[src/rtl/bm_rng_pkg.sv]
// Shared constants and types for the Box-Muller generator and its stats sink.
// Sample format is Q5.11 signed.
package bm_rng_pkg;

   localparam int BM_W = 16;
   localparam int BM_FRAC = 11;
   localparam logic [15:0] BM_THRESH = 16'h1800;

   typedef enum logic [1:0] {
      ST_IDLE  = 2'd0,
      ST_ACCUM = 2'd1,
      ST_DRAIN = 2'd2
   } stats_state_t;

endpackage

[src/rtl/bm_rng_stats_chan.sv]
// One channel of the stats sink: abs/square/compare stage, accumulators
// and the result registers that hold between windows.
module bm_rng_stats_chan
   import bm_rng_pkg::*;
#(
   parameter int          W      = BM_W,
   parameter int          FRAC   = BM_FRAC,
   parameter int          LOG2_N = 10,
   parameter logic [15:0] THRESH = BM_THRESH
) (
   input  logic                clk,
   input  logic                reset,
   input  logic                clr,
   input  logic                accept,
   input  logic                fin,
   input  logic signed [W-1:0] x_in,
   output logic        [W-1:0] mean,
   output logic        [W-1:0] msq,
   output logic       [LOG2_N:0] oor
);

   localparam logic [W-1:0] MAXV = {1'b0, {(W-1){1'b1}}};
   localparam logic [W-1:0] MINV = {1'b1, {(W-1){1'b0}}};
   localparam int SW = W + LOG2_N;
   localparam int QW = 2 * W + LOG2_N;
   localparam int SH = FRAC + LOG2_N;

   logic signed [W-1:0]   x_q, x_d;
   logic [2*W-1:0]        sq_q, sq_d;
   logic                  big_q, big_d;
   logic                  vld_q, vld_d;
   logic signed [SW-1:0]  sum_q, sum_d;
   logic [QW-1:0]         ssq_q, ssq_d;
   logic [LOG2_N:0]       cnt_q, cnt_d;
   logic [W-1:0]          mean_q, mean_d;
   logic [W-1:0]          msq_q, msq_d;
   logic [LOG2_N:0]       oor_q, oor_d;
   logic [W-1:0]          mag;
   logic signed [2*W-1:0] prod;

   // -2^(W-1) has no positive twin; clamp it so the compare still fires
   always_comb begin
      if (!x_in[W-1]) mag = x_in;
      else if (x_in == MINV) mag = MAXV;
      else mag = -x_in;
      prod = x_in * x_in;
   end

   always_comb begin
      x_d    = x_in;
      sq_d   = prod;
      big_d  = (mag >= THRESH[W-1:0]);
      vld_d  = accept;
      sum_d  = sum_q;
      ssq_d  = ssq_q;
      cnt_d  = cnt_q;
      mean_d = mean_q;
      msq_d  = msq_q;
      oor_d  = oor_q;
      if (clr) begin
         vld_d = 1'b0;
         sum_d = '0;
         ssq_d = '0;
         cnt_d = '0;
      end else if (vld_q) begin
         sum_d = sum_q + {{LOG2_N{x_q[W-1]}}, x_q};
         ssq_d = ssq_q + {{LOG2_N{1'b0}}, sq_q};
         cnt_d = cnt_q + {{LOG2_N{1'b0}}, big_q};
      end
      if (fin) begin
         mean_d = sum_q[SW-1:LOG2_N];
         if (|ssq_q[QW-1:SH+W]) msq_d = '1;
         else msq_d = ssq_q[SH+W-1:SH];
         oor_d = cnt_q;
      end
   end

   always_ff @(posedge clk) begin
      if (!reset) begin
         x_q    <= '0;
         sq_q   <= '0;
         big_q  <= 1'b0;
         vld_q  <= 1'b0;
         sum_q  <= '0;
         ssq_q  <= '0;
         cnt_q  <= '0;
         mean_q <= '0;
         msq_q  <= '0;
         oor_q  <= '0;
      end else begin
         x_q    <= x_d;
         sq_q   <= sq_d;
         big_q  <= big_d;
         vld_q  <= vld_d;
         sum_q  <= sum_d;
         ssq_q  <= ssq_d;
         cnt_q  <= cnt_d;
         mean_q <= mean_d;
         msq_q  <= msq_d;
         oor_q  <= oor_d;
      end
   end

   assign mean = mean_q;
   assign msq  = msq_q;
   assign oor  = oor_q;

endmodule

[src/rtl/bm_rng_stats.sv]
// Windowed mean / mean-square / out-of-range statistics over x0/x1 pairs.
// Holds the window FSM, sample counter and busy/done.
module bm_rng_stats
   import bm_rng_pkg::*;
#(
   parameter int          W      = BM_W,
   parameter int          FRAC   = BM_FRAC,
   parameter int          LOG2_N = 10,
   parameter logic [15:0] THRESH = BM_THRESH
) (
   input  logic                clk,
   input  logic                reset,
   input  logic                start,
   input  logic                valid,
   input  logic signed [W-1:0] x0_in,
   input  logic signed [W-1:0] x1_in,
   output logic                busy,
   output logic                done,
   output logic        [W-1:0] mean_x0,
   output logic        [W-1:0] mean_x1,
   output logic        [W-1:0] msq_x0,
   output logic        [W-1:0] msq_x1,
   output logic       [LOG2_N:0] oor_x0,
   output logic       [LOG2_N:0] oor_x1
);

   stats_state_t      state_q, state_d;
   logic [LOG2_N-1:0] cnt_q, cnt_d;
   logic              drain_q, drain_d;
   logic              done_q, done_d;
   logic              clr, accept, fin;

   assign clr    = (state_q == ST_IDLE) && start;
   assign accept = (state_q == ST_ACCUM) && valid;
   // DRAIN lasts two cycles: one for stage 1, one for the accumulators
   assign fin    = (state_q == ST_DRAIN) && drain_q;

   always_comb begin
      state_d = state_q;
      cnt_d   = cnt_q;
      drain_d = drain_q;
      done_d  = fin;
      unique case (state_q)
         ST_IDLE: begin
            if (start) begin
               state_d = ST_ACCUM;
               cnt_d   = '0;
            end
         end
         ST_ACCUM: begin
            if (valid) begin
               cnt_d = cnt_q + 1'b1;
               if (cnt_q == '1) begin
                  state_d = ST_DRAIN;
                  drain_d = 1'b0;
               end
            end
         end
         ST_DRAIN: begin
            if (!drain_q) drain_d = 1'b1;
            else state_d = ST_IDLE;
         end
         default: state_d = ST_IDLE;
      endcase
   end

   always_ff @(posedge clk) begin
      if (!reset) begin
         state_q <= ST_IDLE;
         cnt_q   <= '0;
         drain_q <= 1'b0;
         done_q  <= 1'b0;
      end else begin
         state_q <= state_d;
         cnt_q   <= cnt_d;
         drain_q <= drain_d;
         done_q  <= done_d;
      end
   end

   assign busy = (state_q != ST_IDLE);
   assign done = done_q;

   bm_rng_stats_chan #(
      .W(W), .FRAC(FRAC), .LOG2_N(LOG2_N), .THRESH(THRESH)
   ) u_ch0 (
      .clk(clk), .reset(reset), .clr(clr), .accept(accept), .fin(fin),
      .x_in(x0_in), .mean(mean_x0), .msq(msq_x0), .oor(oor_x0)
   );

   bm_rng_stats_chan #(
      .W(W), .FRAC(FRAC), .LOG2_N(LOG2_N), .THRESH(THRESH)
   ) u_ch1 (
      .clk(clk), .reset(reset), .clr(clr), .accept(accept), .fin(fin),
      .x_in(x1_in), .mean(mean_x1), .msq(msq_x1), .oor(oor_x1)
   );

endmodule

[config.mk]
export PLATFORM = sky130hd
export DESIGN_NAME = bm_rng_stats
export DESIGN_NICKNAME = d
export VERILOG_FILES = /design/src/rtl/bm_rng_pkg.sv /design/src/rtl/bm_rng_stats_chan.sv /design/src/rtl/bm_rng_stats.sv
export SDC_FILE = /design/constraint.sdc
export NUM_CORES = 2
export LEC_CHECK = 0
export ABC_AREA = 1
export BUFFER_PORTS_ARGS = -buffer_cell sky130_fd_sc_hd__buf_2
export CAP_MARGIN = 20
export CORE_MARGIN = 4
export CORE_UTILIZATION = 35
export DETAILED_ROUTE_END_ITERATION = 12
export HOLD_SLACK_MARGIN = 0.02
export PLACE_DENSITY_LB_ADDON = 0.3
export SYNTH_ARGS = -nofsm -noshare
export SYNTH_HDL_FRONTEND = slang
export SYNTH_SLANG_ARGS = --single-unit
[constraint.sdc]
create_clock -name clk -period 6.8 [get_ports clk]
set_input_delay 0.34 -clock clk [delete_from_list [all_inputs] [get_ports clk]]
set_output_delay 0.34 -clock clk [all_outputs]
set_load 0.005 [all_outputs]
## After elaboration in Yosys (flattened, before gate mapping)

Cells that the tools add are included.

| operators by class | value |
|---|---|
| bitwise logic cells | 1 |
| mux-type cells | 17 |
| multipliers | 2 |
| magnitude comparators | 2 |
| add/subtract/negate cells | 9 |
| equality and inequality tests | 9 |
| reduce and logical (&&, ||, !) cells | 13 |

Operators by type and width:

| kind | number |
|---|---|
| $mux 16 | 6 |
| $add 42x32->42 | 2 |
| $mul 16x16->32 | 2 |
| $add 26x26->26 | 2 |
| $eq 16x16->1 const B | 2 |
| $ge 16x13->1 const B | 2 |
| $neg 16->16 | 2 |
| $add 11x1->11 | 2 |
| $mux 10 | 2 |
| $pmux 10 s2 | 1 |
| $add 10x1->10 const B | 1 |
| $eq 10x10->1 const B | 1 |
| $reduce_or 5->1 | 2 |
| $mux 2 | 4 |
| $ne 2x2->1 const B | 3 |
| $pmux 2 s3 | 1 |
| $reduce_and 3->1 | 2 |
| $reduce_bool 2->1 | 3 |
| $reduce_and 4->1 | 1 |
| $logic_and 1x1->1 | 3 |
| $eq 2x1->1 const B | 1 |
| $eq 2x2->1 const B | 1 |
| $logic_not 2->1 | 1 |
| $mux 1 | 2 |
| 4 further kinds | 4 |

| storage, ports and cells | value |
|---|---|
| register bits | 357 |
| input bits | 36 |
| output and inout port bits | 88 |

## Logic depth before layout (Yosys ltp)

| logic depth | value |
|---|---|
| depth after elaboration | 4 |
| gate-level depth with buffers | 28 |
| mapped depth without buffers | 26 |

## Cells and area by module

From an unflattened synthesis, not the netlist that was laid out.

| second synthesis, totals | value |
|---|---|
| cells, all modules | 5720 |
| area, all modules | 40198.6 µm² |

Modules (own cells, without submodules):

| module | area an instance (µm²) | times used | cells each |
|---|---|---|---|
| bm_rng_stats_chan at u_ch1 | 19756.4 | 1 | 2793 |
| bm_rng_stats_chan at u_ch0 | 19702.6 | 1 | 2820 |
| bm_rng_stats | 739.5 | 1 | 107 |

## Least setup slack after synthesis

No wires, ideal clock.

| timing path | value |
|---|---|
| path type | input port to flip-flop |
| from | input x1_in[15] |
| to | register u_ch1.sq_q[31] |
| slack | 0.981 ns |
| required time | 6.687 ns |
| stages on the path | 25 |
| arrival | 5.707 ns |
| path through | clkbuf_1 -> buf_1 -> buf_1 -> nand2_1 -> fa_1 -> inv_1 -> fa_1 -> inv_1 -> fa_1 -> inv_1 -> fa_1 -> inv_1 -> fa_1 -> inv_1 -> fa_1 -> ha_1 -> inv_1 -> nor3_1 -> nand2_1 -> inv_1 -> nand3_1 -> nand2_1 -> nand2_1 -> nand2_1 -> nor2_1 |

| between the ends | value |
|---|---|
| word-level cells in the longest chain between the ends | 1 |

Ends and longest elaborated chain:

| item | line | RTL |
|---|---|---|
| start: declaration | bm_rng_stats.sv:16 | `input logic signed [W-1:0] x1_in,` |
| $mul 16x16->32 | bm_rng_stats_chan.sv:46 | `prod = x_in * x_in;` |
| end signal: assignment | bm_rng_stats_chan.sv:92 | `sq_q <= sq_d;` |
| end: declaration | bm_rng_stats_chan.sv:29 | `logic [2*W-1:0] sq_q, sq_d;` |

No other way between the ends.
A chain may end at the register's enable or synchronous reset.

## Worst setup path in the final report

| timing path | value |
|---|---|
| from | input x0_in[15] |
| to | register u_ch0.sq_q[27] |

| between the ends | value |
|---|---|
| word-level cells in the longest chain between the ends | 1 |

Ends and longest elaborated chain:

| item | line | RTL |
|---|---|---|
| start: declaration | bm_rng_stats.sv:15 | `input logic signed [W-1:0] x0_in,` |
| $mul 16x16->32 | bm_rng_stats_chan.sv:46 |  |
| end signal: assignment | bm_rng_stats_chan.sv:92 |  |
| end: declaration | bm_rng_stats_chan.sv:29 |  |

No other way between the ends.

==> run summary <==
CP Cell Sequence: buf_2, nand2_1, inv_1, fa_1, fa_1, fa_1, fa_1, fa_1, inv_1, fa_1, inv_1, ha_1, nand2_1, nor2_1, inv_1, nor3_1, nand3_1, o211ai_1, nand2_1, nand2_1, nor2_1
TritonCTS Buffers: 42
DP HPWL: 88,400 microns
Hold Violations, Final: 0
Initial antenna violation count: 2
CORE AREA: 113,000 sq um
Port bufs: 123
Yosys cell types: 58
RSZ-0062 raised after global routing: no
Final Instance Area: 43,500 sq um
Total wire length: 108,000 microns
Final count of negative-setup-slack endpoints: 0
CP delay by family, top: adder cells
Worst Skew: 0.0270 ns
Vias in the first global route: 33,525
Worst Setup End Kind: flop
Drt first pass iters: 6
Least-Margin Pin Slew: 1.12 ns
Initial Util: 35.4%
Cell taking the most area after synthesis: fa_1
Total gr overflow: 0
CP max-delay cell: fa_1
GRT Resource Usage Total: 18.0%
Max clock buf depth: 3
Layout cells sized above 1: 5.81%
Slew Limit Headroom: 25.0%
Die width: 346 microns
Hold buffer count at cts: 0
Total of max-cap violations: 0
DP Area: 42,000 sq um
Area of the mapped netlist: 39,900 sq um
Post-CTS Resized: 0
Via-to-Cell Ratio: 4.74
DRC viols: 0
Syn_nets: 6,440
Area Growth Syn to Fin: 8.96%
Largest net degree at the start of global routing: 88
Fill cells: 12,070
Slew Limit Fails: 0
CP Max Fanout: 24
Setup bufs post-CTS: 0
CTS H-tree lvls: 2
Total number of yosys warnings: 0
Final net count: 6,481
CP most frequent cell: fa_1
I/O Pins: 124
RD Place Congestion: 0.922
CP bufs+invs: 5
Mapped Avg Cell Area: 7.09 sq um
Worst path max stage delay: 0.89 ns
Area share of the largest cell type after synthesis: 23.6%
Top post-synthesis cells by area: fa_1 24%, dfxtp_1 18%, inv_1 12%
First-pass GRT wire length: 178,000 microns
Worst skew pair latency: 0.57 ns
Sink Count: 353
Avg WL per Cell: 15.1 microns
Status: complete, no violations
Via count: 34,119
Minimum clock period: 5.71 ns
TNS Setup: 0 ns
Clk pin slew, worst setup/hold paths: 0.06 ns
CTS tree: built
Seq/Total Area, Yosys: 17.7%
Rows: 123
#FFs+latches synth: 353
Die footprint: 119,000 sq um
Post-Synthesis Cells: 5,624
Initial DRC count: 2,054
F_max: 175 MHz
Arrival time worst endpoint: 6.16 ns
Req. time, crit path: 7.26 ns
Routed Antenna Nets: 0
Final period util: 83.9%
Setup CP Type: in -> reg
HP Class: in -> reg
Root buffer cell: clkbuf_16
CP Launch Type: primary input
Die Ht: 346 microns
==> synth_stat cells (all sizes together) <==
master / count
or2: 11
buf: 71
o21ai: 225
fa: 470
nand2: 1315
o21bai: 36
a211oi: 1
a21oi: 362
nand3b: 10
xor2: 67
o21a: 16
o211a: 1
and3: 8
ha: 310
a21o: 13
a22oi: 1
xnor2: 27
nor3b: 4
and2: 4
clkinv: 2
nand4: 45
dfxtp: 353
o221ai: 4
a31o: 6
a31oi: 34
o22ai: 1
inv: 1309
nor2: 511
o211ai: 8
nand3: 256
a21boi: 5
nor4: 7
nor3: 50
clkbuf: 81
==> routing by layer <==
layer  vias to the layer above  track usage [%]  share of wire, %
met1                     16086             26.5                49
met4                         2             3.36               1.6
li1                      17170                -                 -
met5                         -                0             0.012
met3                       111             2.86               6.0
met2                       750             28.2                43
==> per-stage QoR <==
stage | std cells | util, % | setup slack, ns | hold slack (ns)
finish | 7200 | 38.5 | 1.09 | 0.146
global route | 7199 | 38.5 | 0.727 | 0.121
CTS | 7199 | 38.5 | 1.16 | 0.0915
detailed placement | 7121 | 37.2 | 0.561 | 0.453
global placement | 7121 | 37.2 | 0.572 | 0.451
floorplan | 5624 | - | 0.981 | 0.444
==> state kept, by name, indices dropped and copies added (netlist names) <==
signal / cells
u_ch0.cnt_q: 11
done: 1
u_ch0.vld_q: 1
u_ch1.x_q: 15
u_ch0.x_q: 15
u_ch1.sum_q: 26
u_ch0.oor: 11
u_ch0.sq_q: 31
u_ch1.oor: 11
u_ch0.ssq_q: 42
drain_q: 1
u_ch1.mean: 16
u_ch1.ssq_q: 42
u_ch1.msq: 16
u_ch0.msq: 16
u_ch1.sq_q: 31
u_ch0.mean: 16
u_ch0.sum_q: 26
state_q: 2
cnt_q: 10
u_ch1.big_q: 1
u_ch1.cnt_q: 11
u_ch0.big_q: 1
==> cell families (layout without fill, tap and decap cells) <==
logic type,after synthesis,after routing,share of synthesized area (%)
other cells,0,1,0
compound gates,713,713,9.81
flops,353,353,17.7
buf+inv,1463,1538,13.9
fa+ha+maj,780,780,33.3
xor+xnor,94,94,2.06
simple gates,2221,2221,23.2
==> area by class of cell <==
cell class                      count  area [sq um]  area share (%)
Clock inverter                     20           239           0.550
Sequential cell                   353          7070            16.3
Tap cell                         1500          1880            4.32
Multi-Input combinational cell   3808         27300            62.8
Clock buffer                       58          1250            2.88
Antenna cell                        1          2.50         0.00576
Timing Repair Buffer              149           813            1.87
Inverter                         1311          4930            11.3
==> placed cells by master (no fill, tap or decap), types with 6 or more instances in the layout <==
| cell type | n |
|---|---|
| clkinv_2 | 9 |
| nand2_1 | 1291 |
| xor2_1 | 67 |
| a21o_1 | 13 |
| fa_1 | 470 |
| o21a_1 | 16 |
| a31oi_1 | 34 |
| nor2_4 | 7 |
| o211ai_1 | 8 |
| nand2_2 | 23 |
| or2_2 | 6 |
| clkbuf_16 | 44 |
| inv_2 | 9 |
| nor2_2 | 22 |
| nand3_1 | 247 |
| nor3_2 | 6 |
| o21ai_1 | 22 |
| dfxtp_1 | 352 |
| inv_1 | 1297 |
| ha_1 | 310 |
| a21oi_1 | 356 |
| nor2_1 | 481 |
| xnor2_1 | 27 |
| o21bai_1 | 36 |
| o21ai_0 | 198 |
| and3_1 | 8 |
| nor3_1 | 44 |
| clkbuf_8 | 10 |
| nand3b_1 | 10 |
| buf_2 | 122 |
| nand3_2 | 9 |
| nand4_1 | 45 |
| buf_4 | 27 |
==> worst register-to-register path, stage by stage (launching register included) <==
cell	delay [ns]
dfxtp_1	0.33
inv_1	0.06
nor2_1	0.15
nand2_2	0.57
inv_4	0.71
buf_4	0.68
nand2_1	0.23
a21oi_1	0.16
==> worst paths after layout <==
check / end / startpoint / slack [ns] / cells after the start
min reg2reg: u_ch1.oor[3]$_SDFFE_PN0P_ / u_ch1.oor[3]$_SDFFE_PN0P_ / 0.46 / 2
max reg2reg: u_ch0.mean[14]$_SDFFE_PN0P_ / state_q[1]$_SDFFE_PN0P_ / 3.85 / 7
max: u_ch0.sq_q[27]$_SDFF_PN0_ / x0_in[15] / 1.09 / 21
min: u_ch1.x_q[9]$_SDFF_PN0_ / x1_in[9] / 0.15 / 3
Power is left out: the tool's default activity adds up to more than one toggle a clock period on the data nets, which glitch-free logic cannot reach.
